--- src/rtl/sum_chunk_seq.sv ---
// rtl/sum_chunk_seq.sv - chunked multi-cycle adder/subtractor with valid/ready handshakes
module sum_chunk_seq #(
    parameter int WIDTH = 16,
    parameter int CHUNK = 4
) (
    input  logic             clk,
    input  logic             rst_n,
    input  logic             in_valid,
    output logic             in_ready,
    input  logic [WIDTH-1:0] a,
    input  logic [WIDTH-1:0] b,
    input  logic             cin,
    input  logic             sub,
    output logic             out_valid,
    input  logic             out_ready,
    output logic [WIDTH-1:0] sum,
    output logic             cout,
    output logic             ovf
);

    localparam int NCHUNK = WIDTH / CHUNK;
    localparam int CNT_W  = (NCHUNK > 1) ? $clog2(NCHUNK) : 1;
    localparam logic [CNT_W-1:0] LAST_CNT = CNT_W'(NCHUNK - 1);

    typedef enum logic [1:0] {
        IDLE,
        RUN,
        DONE
    } state_t;

    state_t             state_q, state_d;
    logic               in_ready_q, in_ready_d;
    logic               out_valid_q, out_valid_d;
    logic [WIDTH-1:0]   sum_q, sum_d;
    logic               cout_q, cout_d;
    logic               ovf_q, ovf_d;
    logic [CNT_W-1:0]   cnt_q, cnt_d;
    // Operands are shifted right each RUN cycle so the active chunk is always in the low bits.
    logic [WIDTH-1:0]   a_q, a_d;
    logic [WIDTH-1:0]   b_q, b_d;
    logic               carry_q, carry_d;
    // Operand sign bits are kept aside because the shifting copies lose them.
    logic               a_msb_q, a_msb_d;
    logic               b_msb_q, b_msb_d;
    logic [CHUNK:0]     chunk_res;
    logic [WIDTH-1:0]   b_eff;

    assign in_ready  = in_ready_q;
    assign out_valid = out_valid_q;
    assign sum       = sum_q;
    assign cout      = cout_q;
    assign ovf       = ovf_q;

    // Register all state and outputs; asynchronous reset aborts any operation in flight.
    always_ff @(posedge clk or negedge rst_n) begin
        if (!rst_n) begin
            state_q     <= IDLE;
            in_ready_q  <= 1'b0;
            out_valid_q <= 1'b0;
            sum_q       <= '0;
            cout_q      <= 1'b0;
            ovf_q       <= 1'b0;
            cnt_q       <= '0;
            a_q         <= '0;
            b_q         <= '0;
            carry_q     <= 1'b0;
            a_msb_q     <= 1'b0;
            b_msb_q     <= 1'b0;
        end else begin
            state_q     <= state_d;
            in_ready_q  <= in_ready_d;
            out_valid_q <= out_valid_d;
            sum_q       <= sum_d;
            cout_q      <= cout_d;
            ovf_q       <= ovf_d;
            cnt_q       <= cnt_d;
            a_q         <= a_d;
            b_q         <= b_d;
            carry_q     <= carry_d;
            a_msb_q     <= a_msb_d;
            b_msb_q     <= b_msb_d;
        end
    end

    // Next-state logic: accept operands, ripple one chunk per cycle, hold result until taken.
    always_comb begin
        state_d     = state_q;
        in_ready_d  = in_ready_q;
        out_valid_d = out_valid_q;
        sum_d       = sum_q;
        cout_d      = cout_q;
        ovf_d       = ovf_q;
        cnt_d       = cnt_q;
        a_d         = a_q;
        b_d         = b_q;
        carry_d     = carry_q;
        a_msb_d     = a_msb_q;
        b_msb_d     = b_msb_q;

        // Subtraction is a + ~b + ~borrow, so only the B side and carry-in are inverted.
        b_eff     = sub ? ~b : b;
        chunk_res = {1'b0, a_q[CHUNK-1:0]} + {1'b0, b_q[CHUNK-1:0]} + {{CHUNK{1'b0}}, carry_q};

        case (state_q)
            IDLE: begin
                in_ready_d = 1'b1;
                if (in_valid && in_ready_q) begin
                    a_d        = a;
                    b_d        = b_eff;
                    carry_d    = sub ? ~cin : cin;
                    a_msb_d    = a[WIDTH-1];
                    b_msb_d    = b_eff[WIDTH-1];
                    cnt_d      = '0;
                    in_ready_d = 1'b0;
                    state_d    = RUN;
                end
            end
            RUN: begin
                // New chunk enters at the top; after NCHUNK shifts every chunk sits in place.
                sum_d   = (sum_q >> CHUNK) | (WIDTH'(chunk_res[CHUNK-1:0]) << (WIDTH - CHUNK));
                a_d     = a_q >> CHUNK;
                b_d     = b_q >> CHUNK;
                carry_d = chunk_res[CHUNK];
                if (cnt_q == LAST_CNT) begin
                    cout_d      = chunk_res[CHUNK];
                    ovf_d       = (a_msb_q == b_msb_q) && (chunk_res[CHUNK-1] != a_msb_q);
                    out_valid_d = 1'b1;
                    cnt_d       = '0;
                    state_d     = DONE;
                end else begin
                    cnt_d = cnt_q + 1'b1;
                end
            end
            DONE: begin
                if (out_valid_q && out_ready) begin
                    out_valid_d = 1'b0;
                    in_ready_d  = 1'b1;
                    state_d     = IDLE;
                end
            end
            default: begin
                state_d = IDLE;
            end
        endcase
    end

endmodule
--- config.mk ---
export PLATFORM = sky130hd
export DESIGN_NAME = sum_chunk_seq
export DESIGN_NICKNAME = d
export VERILOG_FILES = /design/src/rtl/sum_chunk_seq.sv
export SDC_FILE = /design/constraint.sdc
export NUM_CORES = 1
export LEC_CHECK = 0
export ABC_AREA = 1
export BUFFER_PORTS_ARGS = -buffer_cell sky130_fd_sc_hd__buf_2
export CELL_PAD_IN_SITES_DETAIL_PLACEMENT = 1
export CELL_PAD_IN_SITES_GLOBAL_PLACEMENT = 2
export CORE_ASPECT_RATIO = 1.75
export CORE_MARGIN = 3
export CORE_UTILIZATION = 35
export DETAILED_ROUTE_END_ITERATION = 10
export PLACE_DENSITY = 0.82
export SLEW_MARGIN = 20
export SYNTH_ARGS = -nofsm -noshare
export SYNTH_HDL_FRONTEND = slang
export SYNTH_SLANG_ARGS = --single-unit
--- constraint.sdc ---
create_clock -name clk -period 4.25 [get_ports clk]
set_input_delay 0.6375 -clock clk [delete_from_list [all_inputs] [get_ports clk]]
set_output_delay 0.6375 -clock clk [all_outputs]
set_load 0.05 [all_outputs]
==> flow_summary.yaml, run 1 <==
grt:
  grt_pass1_vias: 2275
  grt_use_total_pct: 15.5
  grt_overflow_total: 0
  busiest_layer: "met2"
  antenna_found_initial: 0
  use_met1_pct: 17.3
  gr-usage-met2_pct: 27.1
  use_met3_pct: 4.60
  grt_pass1_wl_um: 10700
  grt_max_degree: 43
floorplan:
  die_x_um: 73.4
  core_mm2: 0.00762
  die_y_um: 124
  dieArea_mm2: 0.00909
  initial_core_util_pct: 36.5
  ioPinCount: 58
  core.rowCount: 42
cells_and_area:
  n_fill_cell: 917
  nets: 404
  area_growth_pct: 22.0
  num_antenna_cells: 0
  layout.cells.non_filler: 453
  layout-drive-gt1-share_pct: 22.5
clock_tree:
  cts_repair_resize_count: 0
  cts_buffers: 9
  clk_pin_slew_worst_paths_ns: 0.05
  cts_setup_buffers: 0
  clockBufferDepth: 2
  cts_tree: "yes"
  cts-htree-levels: 3
  hold_buffers: 0
  clk_latency_ns: 0.32
  clockRootBuffer: "clkbuf_16"
  cts_sinks: 59
critical_path:
  path_cells: "inv_2 > nor2_4 > buf_4 > inv_2 > nand2_4 > inv_2 > nand2_1 > o211ai_1"
  crit_slowest_cell: "inv_2"
  crit_arrival_ns: 2.37
  path_class: "reg2reg"
  worstSetupEndpointType: "flip-flop"
  reg2regPathDepth: 8
  slowest_delay_ns: 0.45
  crit_fanout: 42
  cp.required_ns: 4.49
  path_common_cell: "inv_2"
  cp-start-kind: "flip-flop"
route:
  via_per_inst: 4.96
  wirelength_um: 6360
  vias: 2249
  wl_per_cell_um: 14.0
  firstDrtPassIters: 4
  drc: 0
  drtIter0Drc: 71
  ant_nets: 0
power:
  ir_drop_mv: 0.310
  leakage_nw: 1.65
  pwr-share-seq_pct: 32.1
  switching_power_w: 0.00135
  power.internal_w: 0.00172
  power.total_w: 0.00307
  switching_share_pct: 44.0
  power_frac_clock_pct: 23.0
  p_per_area_mw_per_mm2: 906
  combPwrFrac_pct: 44.9
synth:
  synth_seq_cells: 59
  async_reset_ff_share_pct: 100
  ys.warnings.count: 0
  syn-cell-area_mm2: 0.00278
  synth_nets: 348
  yosysTopAreaCellShare_pct: 53.1
  ys_seq_area_share_pct: 53.1
  synth_edf_count: 0
  synth_most_common_cell: "nand2_1"
  synth_top_cell_by_area: "dfrtp_1"
  synthCells: 304
  synthTopCellsByArea: "dfrtp_1 (53%), nand2_1 (10%), xnor2_1 (5.0%)"
  ys.flop_type: "dfrtp_1"
  netlist_top_cells_count: "nand2_1 (74), dfrtp_1 (59), inv_1 (28)"
  yosysUniqueCellTypes: 29
  synth_area_per_cell_um2: 9.14
timing:
  setup_viol: 0
  drv_slew: 0
  totalNegativeSetupSlack_ns: 0
  skew_ns: 0.00553
  min_period_ns: 2.13
  finalCritPeriodShare_pct: 50.1
  max_slew.worst_pin.slew_ns: 0.522
  setup_ws_ns: 2.12
  hold_violations: 0
  rsz0062_at_grt: "no"
  max_freq_mhz: 470
  slew_headroom_pct: 65.1
outcome:
  status: "completed"
placed_design:
  dp.cells: 437
  gp_congestion: 0.775
  pre_cts_slack_ns: 2.07
  portBuffers: 57
  hpwl_um: 4640
flow_run:
  maxCapViolCount: 0
hold_path:
  hold_path.class: "in2async"
[layer usage]
metal | vias up | part of all wire [%]
li1 | 1092 | -
met1 | 1103 | 41
met2 | 44 | 53
met3 | 10 | 4.1
met4 | 0 | 1.9
met5 | - | 0
[metrics by stage]
step	utilization [%]	hold slack, ns	area (um2)
final	44.5	0.275	3390
after floorplan	-	0.342	2780
after global placement	40.7	0.448	3100
after CTS	44.5	0.286	3390
after detailed placement	40.7	0.455	3100
after global routing	44.5	0.314	3390
[cell type report]
type	instances	area (um2)	share of cell area, %
Multi-Input combinational cell	198	1090	32.1
Clock inverter	2	35.0	1.03
Sequential cell	59	1480	43.5
Timing Repair Buffer	60	308	9.08
Inverter	32	120	3.54
Tap cell	88	110	3.25
Clock buffer	14	254	7.49
[flip-flops by register name, indices dropped and copies added, names as in the netlist]
| name | cells |
|---|---|
| cnt_q | 2 |
| a_msb_q | 1 |
| ovf | 1 |
| sum | 16 |
| b_msb_q | 1 |
| b_q | 16 |
| cout | 1 |
| state_q | 2 |
| out_valid | 1 |
| carry_q | 1 |
| in_ready | 1 |
| a_q | 16 |
[logic make-up (layout without fill, tap and decap cells)]
kind of cell	Yosys count	in the layout	share of synthesized area, %
AND/OR/NAND/NOR	124	124	18.7
flip-flops	59	59	53.1
AO/OA/AOI/OAI	51	51	11.8
buffers and inverters	47	108	7.74
XOR/XNOR	17	17	5.36
adder cells (fa/ha/maj)	6	6	3.24
[power by group through the flow]
stage,registers [W],logic [W],clock network (W)
2_1_floorplan,0.00125,0.000849,0
3_3_place_gp,0.000987,0.00137,0
3_5_place_dp,0.00100,0.00141,0
4_1_cts,0.000993,0.00141,0.000726
5_1_grt,0.00102,0.00156,0.000751
6_report,0.000988,0.00138,0.000705
[cells in the final DEF (no fill, tap or decap)]
cell,synthesis,final
a211oi_1,3,3
a211oi_2,3,3
a21oi_1,3,3
a22o_1,1,1
a31oi_1,1,1
buf_2,7,57
buf_4,4,3
bufinv_16,0,1
clkbuf_1,2,4
clkbuf_16,0,9
clkbuf_8,0,1
clkinv_2,0,1
dfrtp_1,59,59
fa_1,2,2
ha_1,4,4
inv_1,28,28
inv_2,4,4
nand2_1,74,74
nand2_4,1,1
nand3_1,10,10
nor2_1,20,20
nor2_2,1,1
nor2_4,1,1
nor3_1,16,16
nor3b_1,1,1
o211ai_1,12,12
o21ai_0,22,22
o21ai_1,3,3
o21bai_1,2,2
o221ai_1,1,1
xnor2_1,16,16
xor2_1,1,1
[critical path, delay by kind of cell (launching register included)]
kind / cells / cell delay [ns]
buf+inv: 4 / 1.18
simple gates: 3 / 0.33
flops: 1 / 0.41
compound gates: 1 / 0.10
[final timing paths]
path | from | end | slack, ns
hold / removal | rst_n | sum[6]$_DFFE_PN0P_ | 0.28
min in group clk | sum[0]$_DFFE_PN0P_ | sum[0]$_DFFE_PN0P_ | 0.46
setup / recovery | state_q[0]$_DFFE_PN0P_ | b_q[3]$_DFFE_PN0P_ | 2.12
max in group asynchronous | rst_n | state_q[0]$_DFFE_PN0P_ | 3.11
hold reg to reg | sum[0]$_DFFE_PN0P_ | sum[0]$_DFFE_PN0P_ | 0.46
setup reg to reg | state_q[0]$_DFFE_PN0P_ | b_q[3]$_DFFE_PN0P_ | 2.12
No activity file was read; power rests on OpenSTA's default activity.
==> run 2, diff against run 1 <==
- ABC_AREA: 1 -> 0
- CORE_UTILIZATION: 35 -> 33
- PLACE_DENSITY: 0.82 -> 0.77
- clock period: 4.25 -> 2.2 ns (I/O delays scaled with it)
==> run 2 against run 1 <==
  * The run now ends with negative hold slack left
  * Maximum frequency is 15% higher
  * Synthesized area is 3.4% lower
  * First-iteration DRC count is 14% higher
  * Design area is 0.63% lower
  * Register-to-register slack worse by 1.8 ns
  * Count of clock-buffer cells in the layout is 1 lower
  * Critical path depth is 3 lower
  * Sequential share of layout area is 0.27 points higher
  * Die area is 2.3% higher
  * Combinational power is 96% higher
  * Cell count is 4.0% lower
  * Critical path type unchanged
==> flow_summary.yaml, run 2 <==
critical_path:
  slowest_delay_ns: 0.48
  crit_slowest_cell: "or4_1"
  crit_buf_inv: 0
  path_class: "reg2reg"
  path_cells: "ha_1 > a21oi_1 > a21oi_1 > or4_1 > a41oi_1"
  worstSetupEndpointType: "flip-flop"
  cp-start-kind: "flip-flop"
  path_common_cell: "a21oi_1"
  crit_arrival_ns: 2.08
  cp.required_ns: 2.44
  path_delay_family: "compound AO/OA/AOI/OAI gates"
  crit_fanout: 4
timing:
  max_slew.worst_pin.slew_ns: 0.442
  slew_headroom_pct: 70.5
  hold_ws_ns: -0.00312
  setup_viol: 0
  min_period_ns: 1.85
  max_freq_mhz: 542
  skew_ns: 0.00423
  drv_slew: 0
  hold_violations: 2
  rsz0062_at_grt: "no"
  totalNegativeSetupSlack_ns: 0
  finalCritPeriodShare_pct: 83.9
grt:
  use_met3_pct: 3.45
  gr-usage-met2_pct: 24.9
  grt_pass1_vias: 2251
  antenna_found_initial: 0
  grt_overflow_total: 0
  grt_max_degree: 60
  grt_pass1_wl_um: 10700
  grt_use_total_pct: 15.3
  use_met1_pct: 17.9
  busiest_layer: "met2"
synth:
  synth_area_per_cell_um2: 9.39
  yosysTopAreaCellShare_pct: 55.0
  synth_compound_area_share_pct: 12.9
  synth_adder_area_share_pct: 3.36
  ys.warnings.count: 0
  synth_edf_count: 0
  ys_seq_area_share_pct: 55.0
  synthCells: 286
  synth_nets: 330
  ys.flop_type: "dfrtp_1"
  synth_most_common_cell: "nand2_1"
  yosysUniqueCellTypes: 26
  syn-cell-area_mm2: 0.00269
  async_reset_ff_share_pct: 100
  synthTopCellsByArea: "dfrtp_1 (55%), nand2_1 (12%), xnor2_1 (4.9%)"
  muxShareOfSynthArea_pct: 0
  synth_top_cell_by_area: "dfrtp_1"
  synth_seq_cells: 59
  synth_xor_xnor_area_share_pct: 5.87
  yosys.area_share.simple_pct: 18.8
  synth_top_family_by_area: "simple AND/OR/NAND/NOR gates"
  netlist_top_cells_count: "nand2_1 (89), dfrtp_1 (59), nor2_1 (28)"
flow_run:
  maxCapViolCount: 0
clock_tree:
  cts-htree-levels: 3
  clk_pin_slew_worst_paths_ns: 0.05
  clockBufferDepth: 2
  hold_buffers: 0
  clk_latency_ns: 0.33
  cts_repair_resize_count: 0
  cts_tree: "yes"
  cts_setup_buffers: 0
  cts_sinks: 59
  cts_buffers: 9
  clockRootBuffer: "clkbuf_16"
route:
  drc: 0
  ant_nets: 0
  drtIter0Drc: 81
  firstDrtPassIters: 4
  vias: 2157
  via_per_inst: 4.96
  wirelength_um: 6310
  wl_per_cell_um: 14.5
floorplan:
  die_y_um: 125
  core.rowCount: 42
  core_mm2: 0.00772
  ioPinCount: 58
  dieArea_mm2: 0.00930
  die_x_um: 74.2
  initial_core_util_pct: 34.8
power:
  p_per_area_mw_per_mm2: 1770
  ir_drop_mv: 0.611
  leakage_nw: 1.67
  power.total_w: 0.00598
hold_path:
  hold_path.class: "in2async"
cells_and_area:
  mostFrequentLayoutCells: "nand2_1 (89), dfrtp_1 (59), buf_2 (57)"
  mostFrequentLayoutCell: "nand2_1"
  layout-drive-gt1-share_pct: 23.6
  nets: 387
  area_growth_pct: 25.5
  fin_area_mm2: 0.00337
  num_antenna_cells: 0
  utilization_pct: 43.6
outcome:
  status: "finished with violations"
  failed_checks: "negative hold slack"
placed_design:
  gp_congestion: 0.727
  placed_area_mm2: 0.00309
  portBuffers: 57
  hpwl_um: 4360
==> run 2: changes by cell type after synthesis, moves of 10 or more <==
cell      delta
inv_1       -22
o211ai_1    -11
nand2_1     +15
a31oi_1     +10
nor3_1      -16
a221o_1     +12
==> run 2: metrics by stage <==
stage | setup WS [ns] | hold slack (ns) | instances
CTS | 0.350 | 0.0105 | 435
floorplan | 0.473 | 0.0344 | 286
global route | 0.191 | 0.0322 | 435
global placement | 0.413 | 0.366 | 420
detailed placement | 0.358 | 0.365 | 420
finish | 0.355 | -0.00312 | 435
==> run 2: layout make-up <==
cell class,instances,area [um2]
Clock buffer,13,270
Clock inverter,2,10.0
Fill cell,925,4360
Inverter,6,22.5
Multi-Input combinational cell,203,1120
Sequential cell,59,1480
Tap cell,88,110
Timing Repair Buffer,64,363
==> run 2: path summary, 6_finish.rpt <==
path                                    startpoint                endpoint  slack (ns)  cells after the start
worst max-delay path            a_q[2]$_DFFE_PN0P_         ovf$_DFFE_PN0P_        0.35                      5
worst min-delay path                         rst_n  state_q[1]$_DFFE_PN0P_      -0.003                      2
worst max register to register  a_q[2]$_DFFE_PN0P_         ovf$_DFFE_PN0P_        0.35                      5
worst min register to register  sum[1]$_DFFE_PN0P_      sum[1]$_DFFE_PN0P_        0.46                      2
max in group asynchronous                    rst_n     b_q[12]$_DFFE_PN0P_        1.93                      2
min in group clk                             a[13]     a_q[13]$_DFFE_PN0P_        0.21                      3
==> run 2: cells by family (layout without fill, tap and decap cells) <==
kind of cell    Yosys count  after routing
simple gates            128            128
flops                    59             59
compound gates           51             51
buf+inv                  24             85
xor+xnor                 18             18
fa+ha+maj                 6              6
==> run 2: report_power, final <==
group,switching [W],internal (W),total [W]
logic,0.00178,0.000918,0.00270
registers,0.000354,0.00162,0.00198
clock network,0.000461,0.000842,0.00130
==> run 2: routing by layer <==
layer | up-vias | wire (um) | share of wire [%]
li1 | 1067 | - | -
met1 | 1033 | 2570 | 41
met2 | 47 | 3280 | 52
met3 | 10 | 286 | 4.5
met4 | 0 | 172 | 2.7
met5 | - | 0 | 0
==> run 2: worst reg2reg max path, delay by kind of cell (launching register included) <==
kind	cells	cell delay [ns]
AND/OR/NAND/NOR	1	0.48
flip-flops	1	0.38
AO/OA/AOI/OAI	3	0.54
adder cells (fa/ha/maj)	1	0.35
==> run 3, diff against run 2 <==
- CORE_UTILIZATION: 33 -> 29
- PLACE_DENSITY: 0.77 -> 0.72
- clock period: 2.2 -> 1.6 ns (I/O delays scaled with it)
==> run 3 against run 2 <==
  * The flow finishes with violations (negative setup slack)
  * Global-route usage down 0.57 points
  * Flip-flop and latch count stayed put
  * Sequential power grew 38%
  * Routed wire length rose by 13%
  * Register-to-register slack worse by 0.44 ns
  * First-iteration DRC count fell by 28%
  * Critical endpoint unchanged
  * Largest cell class unchanged
==> flow_summary.yaml, run 3 (synthesized netlist as in run 2, its figures left out) <==
cells_and_area:
  nets: 405
  area_growth_pct: 38.5
  mostFrequentLayoutCells: "nand2_1 (88), dfrtp_1 (58), buf_2 (57)"
  layout.cells.non_filler: 482
  layout-drive-gt1-share_pct: 31.2
  mostFrequentLayoutCell: "nand2_1"
  num_antenna_cells: 0
placed_design:
  gp_congestion: 0.736
  hpwl_um: 4950
  portBuffers: 57
  dp.cells: 461
timing:
  setup_ws_ns: -0.0870
  finalCritPeriodShare_pct: 105
  rsz0062_at_grt: "yes"
  min_period_ns: 1.69
  hold_ws_ns: 0.119
  max_slew.worst_pin.slew_ns: 0.421
  drv_slew: 0
  max_freq_mhz: 593
  hold_violations: 0
  slew_headroom_pct: 71.9
  skew_ns: 0.00490
  setup_viol: 4
floorplan:
  die_y_um: 133
  dieArea_mm2: 0.0105
  ioPinCount: 58
  die_x_um: 78.7
  core.rowCount: 45
  core_mm2: 0.00884
  initial_core_util_pct: 30.4
route:
  drtIter0Drc: 58
  ant_nets: 0
  vias: 2274
  via_per_inst: 4.72
  wl_per_cell_um: 14.9
  firstDrtPassIters: 3
  drc: 0
  wirelength_um: 7160
clock_tree:
  cts_tree: "yes"
  cts_sinks: 59
  cts-htree-levels: 3
  clockRootBuffer: "clkbuf_16"
  cts_buffers: 9
  clockBufferDepth: 2
  clk_pin_slew_worst_paths_ns: 0.05
  clk_latency_ns: 0.33
hold_path:
  holdPathStages: 3
  min_from: "a[12]"
  hold_end: "a_q[12]$_DFFE_PN0P_"
  hold_path.class: "in2reg"
power:
  leakage_nw: 1.81
  ir_drop_mv: 0.879
  p_per_area_mw_per_mm2: 2600
outcome:
  failed_checks: "negative setup slack"
  status: "finished with violations"
critical_path:
  crit_slowest_cell: "fa_2"
  worstSetupEndpointType: "flip-flop"
  slowest_delay_ns: 0.43
  reg2regPathDepth: 6
  crit_buf_inv: 1
  path_class: "reg2reg"
  r2r_start: "a_q[0]$_DFFE_PN0P_"
  cp.required_ns: 1.79
  rr_endpoint: "ovf$_DFFE_PN0P_"
  cp-start-kind: "flip-flop"
  path_cells: "fa_2 > nand3_2 > a21oi_1 > buf_4 > o211ai_1 > a41oi_2"
  crit_fanout: 2
  r2r_slack_ns: -0.09
  path_delay_family: "compound AO/OA/AOI/OAI gates"
  crit_arrival_ns: 1.88
grt:
  grt_use_total_pct: 14.7
  antenna_found_initial: 0
  grt_overflow_total: 0
  grt_pass1_vias: 2417
  grt_pass1_wl_um: 11900
  grt_max_degree: 47
flow_run:
  maxCapViolCount: 0
-- run 3: final cells by class --
| class | instances | area (um2) |
|---|---|---|
| Timing Repair Buffer | 82 | 529 |
| Tap cell | 117 | 146 |
| Clock buffer | 10 | 239 |
| Multi-Input combinational cell | 203 | 1180 |
| Inverter | 6 | 22.5 |
| Clock inverter | 5 | 125 |
| Fill cell | 1032 | 5120 |
| Sequential cell | 59 | 1480 |
-- run 3: what timing repair did --
| action | 4_1_cts | 5_1_grt |
|---|---|---|
| setup endpoints to repair | 3 | 12 |
| endpoints found under the hold margin | 13 | 0 |
| pin swaps | 10 | 8 |
| hold buffers | 1 | 0 |
| buffers inserted | 1 | 4 |
| gates resized for setup | 12 | 2 |
-- run 3: power by group --
part / leakage, nW / switching [W] / total, W / internal (W)
Sequential: 0.737 / 0.000496 / 0.00273 / 0.00223
Clock: 0.179 / 0.000655 / 0.00236 / 0.00171
Combinational: 0.890 / 0.00276 / 0.00457 / 0.00181
-- run 3: stage by stage --
| stage | setup TNS (ns) | setup WS (ns) | power [W] | util [%] | instance area, um2 |
|---|---|---|---|---|---|
| final | -0.264 | -0.0870 | 0.00966 | 42.1 | 3720 |
| after floorplan | -0.108 | -0.108 | 0.00550 | - | 2700 |
| after global routing | -0.505 | -0.150 | 0.0104 | 42.1 | 3720 |
| after CTS | -0.332 | -0.117 | 0.00968 | 41.7 | 3680 |
| after global placement | -0.285 | -0.134 | 0.00688 | 36.8 | 3250 |
| after detailed placement | -0.454 | -0.193 | 0.00701 | 36.8 | 3250 |
-- run 3: worst reg2reg max path, cell delays in order, from the launching register on --
cell,delay [ns]
dfrtp_1,0.40
fa_2,0.43
nand3_2,0.09
a21oi_1,0.08
buf_4,0.15
o211ai_1,0.25
a41oi_2,0.15
-- run 3: worst max path at each step --
stage / startpoint / end / slack (ns) / depth (start not counted)
5_1_grt: a_q[0]$_DFFE_PN0P_ / ovf$_DFFE_PN0P_ / -0.15 / 6
6_report: a_q[0]$_DFFE_PN0P_ / ovf$_DFFE_PN0P_ / -0.09 / 6
2_1_floorplan: a_q[2]$_DFFE_PN0P_ / ovf$_DFFE_PN0P_ / -0.11 / 5
3_5_place_dp: a_q[2]$_DFFE_PN0P_ / ovf$_DFFE_PN0P_ / -0.19 / 5
4_1_cts: carry_q$_DFFE_PN0P_ / cout$_DFFE_PN0P_ / -0.12 / 7
3_3_place_gp: a_q[2]$_DFFE_PN0P_ / ovf$_DFFE_PN0P_ / -0.13 / 5
-- run 3: per-layer routing --
metal | vias up | track usage, % | share of wire, %
met4 | 0 | 7.59 | 2.8
met2 | 45 | 25.2 | 54
li1 | 1106 | - | -
met3 | 14 | 3.59 | 3.5
met5 | - | 0 | 0
met1 | 1109 | 16.6 | 40
